**src/rtl/mcs4_addr_stack_if.sv**
```systemverilog
// mcs4_addr_stack bus bundle: timing/command inputs and address/status outputs.
// MCS4_STACK_PEEK_EN adds the peek_idx/peek_addr debug readback pair.
interface mcs4_addr_stack_if #(
  parameter int STACK_DEPTH  = 4,
  parameter int ADDR_NIBBLES = 3
);
  localparam int AW = 4 * ADDR_NIBBLES;
  localparam int DW = $clog2(STACK_DEPTH);

  logic [2:0]    icyc;
  logic [2:0]    cmd;
  logic [AW-1:0] tgt;
  logic          clr_err;
  logic [3:0]    addr_nib;
  logic          addr_nib_vld;
  logic [AW-1:0] pc;
  logic [DW-1:0] depth;
  logic          ovf;
  logic          unf;
`ifdef MCS4_STACK_PEEK_EN
  logic [DW-1:0] peek_idx;
  logic [AW-1:0] peek_addr;
`endif

  modport master (
`ifdef MCS4_STACK_PEEK_EN
    output peek_idx,
    input  peek_addr,
`endif
    output icyc,
    output cmd,
    output tgt,
    output clr_err,
    input  addr_nib,
    input  addr_nib_vld,
    input  pc,
    input  depth,
    input  ovf,
    input  unf
  );

  modport slave (
`ifdef MCS4_STACK_PEEK_EN
    input  peek_idx,
    output peek_addr,
`endif
    input  icyc,
    input  cmd,
    input  tgt,
    input  clr_err,
    output addr_nib,
    output addr_nib_vld,
    output pc,
    output depth,
    output ovf,
    output unf
  );
endinterface

```
**src/rtl/mcs4_addr_stack.sv**
```systemverilog
// MCS-4 program counter + return stack; the active level stack[sp] is the PC.
// Optional MCS4_STACK_PEEK_EN: combinational debug readback of any entry.
module mcs4_addr_stack #(
  parameter int STACK_DEPTH  = 4,
  parameter int ADDR_NIBBLES = 3
) (
  input logic             clk,
  input logic             rst_n,
  mcs4_addr_stack_if.slave bus
);
  localparam int AW = 4 * ADDR_NIBBLES;
  localparam int DW = $clog2(STACK_DEPTH);
  localparam logic [DW-1:0] TOP = DW'(STACK_DEPTH - 1);

  localparam logic [2:0] A1 = 3'd0;
  localparam logic [2:0] A2 = 3'd1;
  localparam logic [2:0] A3 = 3'd2;
  localparam logic [2:0] M1 = 3'd3;
  localparam logic [2:0] X3 = 3'd7;

  localparam logic [2:0] C_JUMP  = 3'd1;
  localparam logic [2:0] C_JPAGE = 3'd2;
  localparam logic [2:0] C_CALL  = 3'd3;
  localparam logic [2:0] C_RET   = 3'd4;

  logic [AW-1:0] stk [STACK_DEPTH];
  logic [DW-1:0] sp, sp_n;
  logic [DW-1:0] dep, dep_n;
  logic          ovf_q, ovf_n;
  logic          unf_q, unf_n;
  logic [AW-1:0] snap, snap_n;
  logic [AW-1:0] pc_cur;
  logic          wr_en;
  logic [DW-1:0] wr_idx;
  logic [AW-1:0] wr_val;

  assign pc_cur = stk[sp];

  // Next-state: M1 increment, X3 command decode, sticky flags, snapshot.
  always_comb begin
    sp_n   = sp;
    dep_n  = dep;
    ovf_n  = ovf_q & ~bus.clr_err;
    unf_n  = unf_q & ~bus.clr_err;
    wr_en  = 1'b0;
    wr_idx = sp;
    wr_val = pc_cur;
    snap_n = snap;
    unique case (1'b1)
      (bus.icyc == M1): begin
        wr_en  = 1'b1;
        wr_val = pc_cur + AW'(1);
      end
      (bus.icyc == X3): begin
        case (bus.cmd)
          C_JUMP: begin
            wr_en  = 1'b1;
            wr_val = bus.tgt;
          end
          C_JPAGE: begin
            wr_en  = 1'b1;
            wr_val = {pc_cur[AW-1:8], bus.tgt[7:0]};
          end
          C_CALL: begin
            sp_n   = (sp == TOP) ? '0 : sp + DW'(1);
            wr_en  = 1'b1;
            wr_idx = sp_n;
            wr_val = bus.tgt;
            if (dep == TOP) ovf_n = 1'b1;
            else            dep_n = dep + DW'(1);
          end
          C_RET: begin
            sp_n = (sp == '0) ? TOP : sp - DW'(1);
            if (dep == '0) unf_n = 1'b1;
            else           dep_n = dep - DW'(1);
          end
          default: ;
        endcase
        snap_n = wr_en ? wr_val : stk[sp_n];
      end
      default: ;
    endcase
  end

  // State register with synchronous active-low reset.
  always_ff @(posedge clk) begin
    if (!rst_n) begin
      sp    <= '0;
      dep   <= '0;
      ovf_q <= 1'b0;
      unf_q <= 1'b0;
      snap  <= '0;
      for (int i = 0; i < STACK_DEPTH; i++) stk[i] <= '0;
    end else begin
      sp    <= sp_n;
      dep   <= dep_n;
      ovf_q <= ovf_n;
      unf_q <= unf_n;
      snap  <= snap_n;
      if (wr_en) stk[wr_idx] <= wr_val;
    end
  end

  // Bus character select from the snapshot taken at X3.
  always_comb begin
    bus.addr_nib = 4'h0;
    case (bus.icyc)
      A1:      bus.addr_nib = snap[3:0];
      A2:      bus.addr_nib = snap[7:4];
      A3:      bus.addr_nib = snap[11:8];
      default: bus.addr_nib = 4'h0;
    endcase
  end

  assign bus.addr_nib_vld = (bus.icyc <= A3);
  assign bus.pc           = pc_cur;
  assign bus.depth        = dep;
  assign bus.ovf          = ovf_q;
  assign bus.unf          = unf_q;

`ifdef MCS4_STACK_PEEK_EN
  assign bus.peek_addr = stk[bus.peek_idx];
`endif

endmodule
```
**src/flat_wrapper.sv**
```systemverilog
// flat-port wrapper written by rule: the top's interface ports become plain ports
module mcs4_addr_stack_flat 
#(
  parameter int STACK_DEPTH  = 4,
  parameter int ADDR_NIBBLES = 3
)
  (clk, rst_n, bus_icyc, bus_cmd, bus_tgt, bus_clr_err, bus_addr_nib, bus_addr_nib_vld, bus_pc, bus_depth, bus_ovf, bus_unf);
  mcs4_addr_stack_if #(.STACK_DEPTH(STACK_DEPTH), .ADDR_NIBBLES(ADDR_NIBBLES)) bus_i ();
  input logic clk;
  input logic rst_n;
  input wire logic [$bits(bus_i.icyc)-1:0] bus_icyc;
  input wire logic [$bits(bus_i.cmd)-1:0] bus_cmd;
  input wire logic [$bits(bus_i.tgt)-1:0] bus_tgt;
  input wire logic [$bits(bus_i.clr_err)-1:0] bus_clr_err;
  output wire logic [$bits(bus_i.addr_nib)-1:0] bus_addr_nib;
  output wire logic [$bits(bus_i.addr_nib_vld)-1:0] bus_addr_nib_vld;
  output wire logic [$bits(bus_i.pc)-1:0] bus_pc;
  output wire logic [$bits(bus_i.depth)-1:0] bus_depth;
  output wire logic [$bits(bus_i.ovf)-1:0] bus_ovf;
  output wire logic [$bits(bus_i.unf)-1:0] bus_unf;
  assign bus_i.icyc = bus_icyc;
  assign bus_i.cmd = bus_cmd;
  assign bus_i.tgt = bus_tgt;
  assign bus_i.clr_err = bus_clr_err;
  assign bus_addr_nib = bus_i.addr_nib;
  assign bus_addr_nib_vld = bus_i.addr_nib_vld;
  assign bus_pc = bus_i.pc;
  assign bus_depth = bus_i.depth;
  assign bus_ovf = bus_i.ovf;
  assign bus_unf = bus_i.unf;
  mcs4_addr_stack #(.STACK_DEPTH(STACK_DEPTH), .ADDR_NIBBLES(ADDR_NIBBLES)) u_core (.clk(clk), .rst_n(rst_n), .bus(bus_i));
endmodule
```
**config.mk**
```make
export PLATFORM = sky130hd
export DESIGN_NAME = mcs4_addr_stack_flat
export DESIGN_NICKNAME = d
export VERILOG_FILES = /design/src/rtl/mcs4_addr_stack_if.sv /design/src/rtl/mcs4_addr_stack.sv /design/src/flat_wrapper.sv
export SDC_FILE = /design/constraint.sdc
export NUM_CORES = 1
export LEC_CHECK = 0
export ABC_CLOCK_PERIOD_IN_PS = 3200
export CAP_MARGIN = 20
export CORE_AREA = 2 2 120 93
export CTS_CLUSTER_DIAMETER = 120
export CTS_CLUSTER_SIZE = 8
export DETAILED_ROUTE_END_ITERATION = 8
export DIE_AREA = 0 0 122 95
export GPL_TIMING_DRIVEN = 0
export PLACE_DENSITY = 0.57
export SETUP_SLACK_MARGIN = 0.15
export SYNTH_ARGS = -nofsm -noshare
export SYNTH_HDL_FRONTEND = slang
export SYNTH_SLANG_ARGS = --single-unit
```
**constraint.sdc**
```tcl
create_clock -name clk -period 3.2 [get_ports clk]
set_input_delay 0.32 -clock clk [delete_from_list [all_inputs] [get_ports clk]]
set_output_delay 0.32 -clock clk [all_outputs]
set_load 0.1 [all_outputs]
```
==> impl_metrics.json <==
{
  "total_of_warnings_raised_by_yosys": 0,
  "chipHeight_um": 95,
  "synth-seq-area-share_pct": 44.11,
  "power.density_cell_area_mw_per_mm2": 462.5,
  "initial_utilization_pct": 39.66,
  "report.final.setup_viol": 0,
  "drt_pre_antenna_iters": 5,
  "antenna_cells_inserted": 0,
  "power.share.switching_pct": 29.73,
  "synth.avg_cell_area_um2": 10.41,
  "outcome": "completed",
  "final.hold.worst_slack_ps": 316.5,
  "final_critical_path_setup_slack_ps": 150.3,
  "timing_worst_slew_pin_value_ps": 995.7,
  "final_design_area_no_fill_mm2": 0.005105,
  "p_total_mw": 2.361,
  "ctsHoldBuffers": 0,
  "grt_start_max_net_pins": 13,
  "finish.net_count": 477,
  "place.detailed.instances": 580,
  "totalWireLength_um": 13410,
  "synth_nets": 425,
  "htree_num_levels": 3,
  "min_path_type": "input pin to flip-flop",
  "synth_top_flop_cell": "sky130_fd_sc_hd__edfxtp_1",
  "synth_enable_flop_cells": 48,
  "timing.setup.critical_path_class": "flip-flop to output port",
  "boundary_pins": 42,
  "critPathLaunchType": "flip-flop",
  "fp.dieW_um": 122,
  "internal_power_mw": 1.659,
  "reg2reg_setup_slack_ps": 280,
  "final_hold_viol_count": 0,
  "clk_root_buffer_cell": "sky130_fd_sc_hd__clkbuf_16",
  "cp-end-kind": "output port",
  "core-area_mm2": 0.01053,
  "maxSlewHeadroom_pct": 33.41,
  "worstPathArrival_ps": 2730,
  "hold_start": "rst_n",
  "dp_hpwl_um": 9380,
  "fp-row-count": 33,
  "netlist_instances": 401,
  "share_of_flip_flops_with_an_asynchronous_set_or_reset_pct": 0,
  "global_route.overflow_total": 0,
  "synthToLayoutAreaGrowth_pct": 22.27,
  "tritoncts": "yes",
  "number_of_global_route_vias_before_repair": 3369,
  "clk_transition_reported_paths_ps": 50,
  "avgViaCountPerCell": 5.923,
  "count_of_routing_violations_after_the_opening_detailed_route_iteration": 266,
  "buffer_ports.inserted": 38,
  "maxClockFrequency_mhz": 327.9,
  "rr_worst_depth": 11,
  "drv.max_cap_violation_count": 0,
  "drt.antenna.violating_nets": 0,
  "clock_latency_ps": 340,
  "die_area_mm2": 0.01159,
  "final_cell_count_no_fill": 598,
  "vdd.ir_drop.worst_mv": 0.2766,
  "dp_slack_ps": -912.3,
  "cp_max_fo": 10,
  "share_clk_of_total_power_pct": 37.3,
  "slew_violations": 0,
  "static_leak_nw": 1.977,
  "worst_ep_required_time_ps": 2880,
  "cts-buffers-inserted": 9,
  "yosys_register_bits": 68,
  "yosysUniqueCellTypes": 64,
  "period_share_pct": 95.30,
  "routabilityCongestion": 0.8431,
  "cts_num_sinks": 68,
  "p_comb_share_pct": 20.2,
  "routed-via-count": 3542,
  "post_drt_wl_per_cell_um": 22.43,
  "netSwitchingPower_mw": 0.7021,
  "crit-reg2reg-launch": "u_core.sp[0]$_SDFFE_PN0N_",
  "syn_area_mm2": 0.004175,
  "grt_antenna_before_repair": 0,
  "fraction_of_final_layout_cells_with_drive_strength_greater_than_1_pct": 14.85,
  "endpoint_of_the_most_critical_setup_path": "bus_pc[5]",
  "power.share.sequential_pct": 42.5,
  "layout_min_cycle_time_ps": 3050,
  "route.detailed.drc": 0,
  "crit-reg2reg-capture": "u_core.snap[0]$_SDFFE_PN0N_",
  "final.setup_skew_ps": 6.164,
  "max-clock-path-buffers": 2,
  "grt_first_pass_wirelength_um": 19810,
  "rsz0062_at_grt": "yes",
  "track_usage_pct": 24.11,
  "postPlaceCellArea_mm2": 0.004750
}
through the flow:
| step | TNS, ps | utilization, % |
|---|---|---|
| floorplan | 0 | - |
| global placement | -31380 | 44.93 |
| detailed placement | -28500 | 45.11 |
| CTS | 0 | 48.02 |
| global route | 0 | 48.48 |
| finish | 0 | 48.48 |
what timing repair did:
item                       in CTS  in global routing
buffers inserted                2                  0
setup endpoints to repair      43                 38
pin swaps                       1                  0
hold endpoints to repair        0                  0
gates cloned                    0                  0
resized for setup              14                 13
registers in the layout, indices dropped and copies added (netlist names), named ones only:
signal            cells
u_core.stk           48
u_core.sp             2
u_core.bus.depth      2
u_core.bus.unf        1
u_core.snap          12
u_core.bus.ovf        1
how the worst min path moves through the flow:
stage	to	slack [ps]	depth (start not counted)
2_1_floorplan	u_core.snap[6]$_SDFFE_PN0N_	460	2
5_1_grt	u_core.snap[3]$_SDFFE_PN0N_	340	3
6_report	u_core.sp[1]$_SDFFE_PN0N_	320	3
3_5_place_dp	u_core.snap[6]$_SDFFE_PN0N_	500	2
4_1_cts	u_core.sp[1]$_SDFFE_PN0N_	310	3
3_3_place_gp	u_core.snap[6]$_SDFFE_PN0N_	490	2
layout by cell type, fill, tap and decap left out, types with 6 or more instances in the layout:
| cell | synthesis | final |
|---|---|---|
| sky130_fd_sc_hd__nor2_1 | 52 | 51 |
| sky130_fd_sc_hd__mux4_1 | 8 | 8 |
| sky130_fd_sc_hd__buf_2 | 9 | 9 |
| sky130_fd_sc_hd__nor2b_1 | 6 | 6 |
| sky130_fd_sc_hd__a21oi_1 | 31 | 29 |
| sky130_fd_sc_hd__clkbuf_16 | 0 | 9 |
| sky130_fd_sc_hd__edfxtp_1 | 48 | 48 |
| sky130_fd_sc_hd__clkbuf_1 | 10 | 9 |
| sky130_fd_sc_hd__o21ai_0 | 20 | 19 |
| sky130_fd_sc_hd__nand2_1 | 26 | 23 |
| sky130_fd_sc_hd__inv_1 | 9 | 9 |
| sky130_fd_sc_hd__and3_1 | 6 | 6 |
| sky130_fd_sc_hd__buf_4 | 4 | 6 |
| sky130_fd_sc_hd__nor3_1 | 7 | 7 |
| sky130_fd_sc_hd__nand3_1 | 13 | 11 |
| sky130_fd_sc_hd__mux2i_1 | 41 | 41 |
| sky130_fd_sc_hd__dfxtp_1 | 20 | 20 |
| sky130_fd_sc_hd__clkdlybuf4s50_1 | 0 | 32 |
| sky130_fd_sc_hd__nand4_1 | 6 | 6 |
power by group through the flow:
stage          clock [mW]  combinational, mW  sequential, mW
2_1_floorplan           0              0.321            1.01
3_3_place_gp            0              0.455            1.02
5_1_grt             0.919              0.501            1.01
6_report            0.881              0.476            1.00
4_1_cts             0.886              0.469            1.00
3_5_place_dp            0              0.462            1.02
worst max-delay path, stage by stage (launching register included):
cell and delay, ps:
sky130_fd_sc_hd__dfxtp_1 560, sky130_fd_sc_hd__buf_4 300, sky130_fd_sc_hd__mux4_1 340, sky130_fd_sc_hd__clkdlybuf4s50_1 1190
synthesized netlist by cell type (all sizes together), types with 3 or more instances:
| cell | n | area [µm²] |
|---|---|---|
| a21o | 3 | 23.77 |
| a21oi | 32 | 163.9 |
| and3 | 6 | 37.54 |
| buf | 17 | 120.1 |
| clkbuf | 11 | 45.05 |
| dfxtp | 20 | 400.4 |
| edfxtp | 48 | 1441 |
| ha | 3 | 37.54 |
| inv | 9 | 33.78 |
| mux2i | 41 | 410.4 |
| mux4 | 12 | 300.3 |
| nand2 | 26 | 97.59 |
| nand2b | 4 | 25.02 |
| nand3 | 14 | 75.07 |
| nand3b | 3 | 22.52 |
| nand4 | 7 | 58.81 |
| nor2 | 52 | 195.2 |
| nor2b | 6 | 37.54 |
| nor3 | 7 | 35.03 |
| nor4 | 3 | 18.77 |
| o211ai | 3 | 27.52 |
| o21ai | 24 | 123.9 |
| o31a | 3 | 26.28 |
| or2 | 6 | 37.54 |
| xnor2 | 5 | 43.79 |
| xor2 | 3 | 26.28 |
routing by layer:
metal | vias up | share of wire (%) | track usage (%)
met5 | - | 0 | 0
met1 | 1754 | 46 | 32.76
met2 | 150 | 44 | 36.55
met4 | 0 | 2.8 | 10.06
met3 | 28 | 7.3 | 6.341
li1 | 1610 | - | -
cell type report:
type	count	area, µm²
fill	999	5424
multi-input combinational	295	2198
sequential	68	1842
timing repair buffer	41	417.9
clock buffer	13	240.2
buffer	29	182.7
tap	140	175.2
inverter	9	33.78
clock inverter	3	15.01
cells by family after synthesis:
kind of cell    count (synthesis)  synth area share (%)
compound gates                 91                 14.59
xor+xnor                        8                 1.678
fa+ha+maj                       3                0.8991
buf+inv                        38                 5.034
flops                          68                 44.11
mux                            55                 17.56
simple gates                  138                 16.12
(Power assumes the default switching activity.)
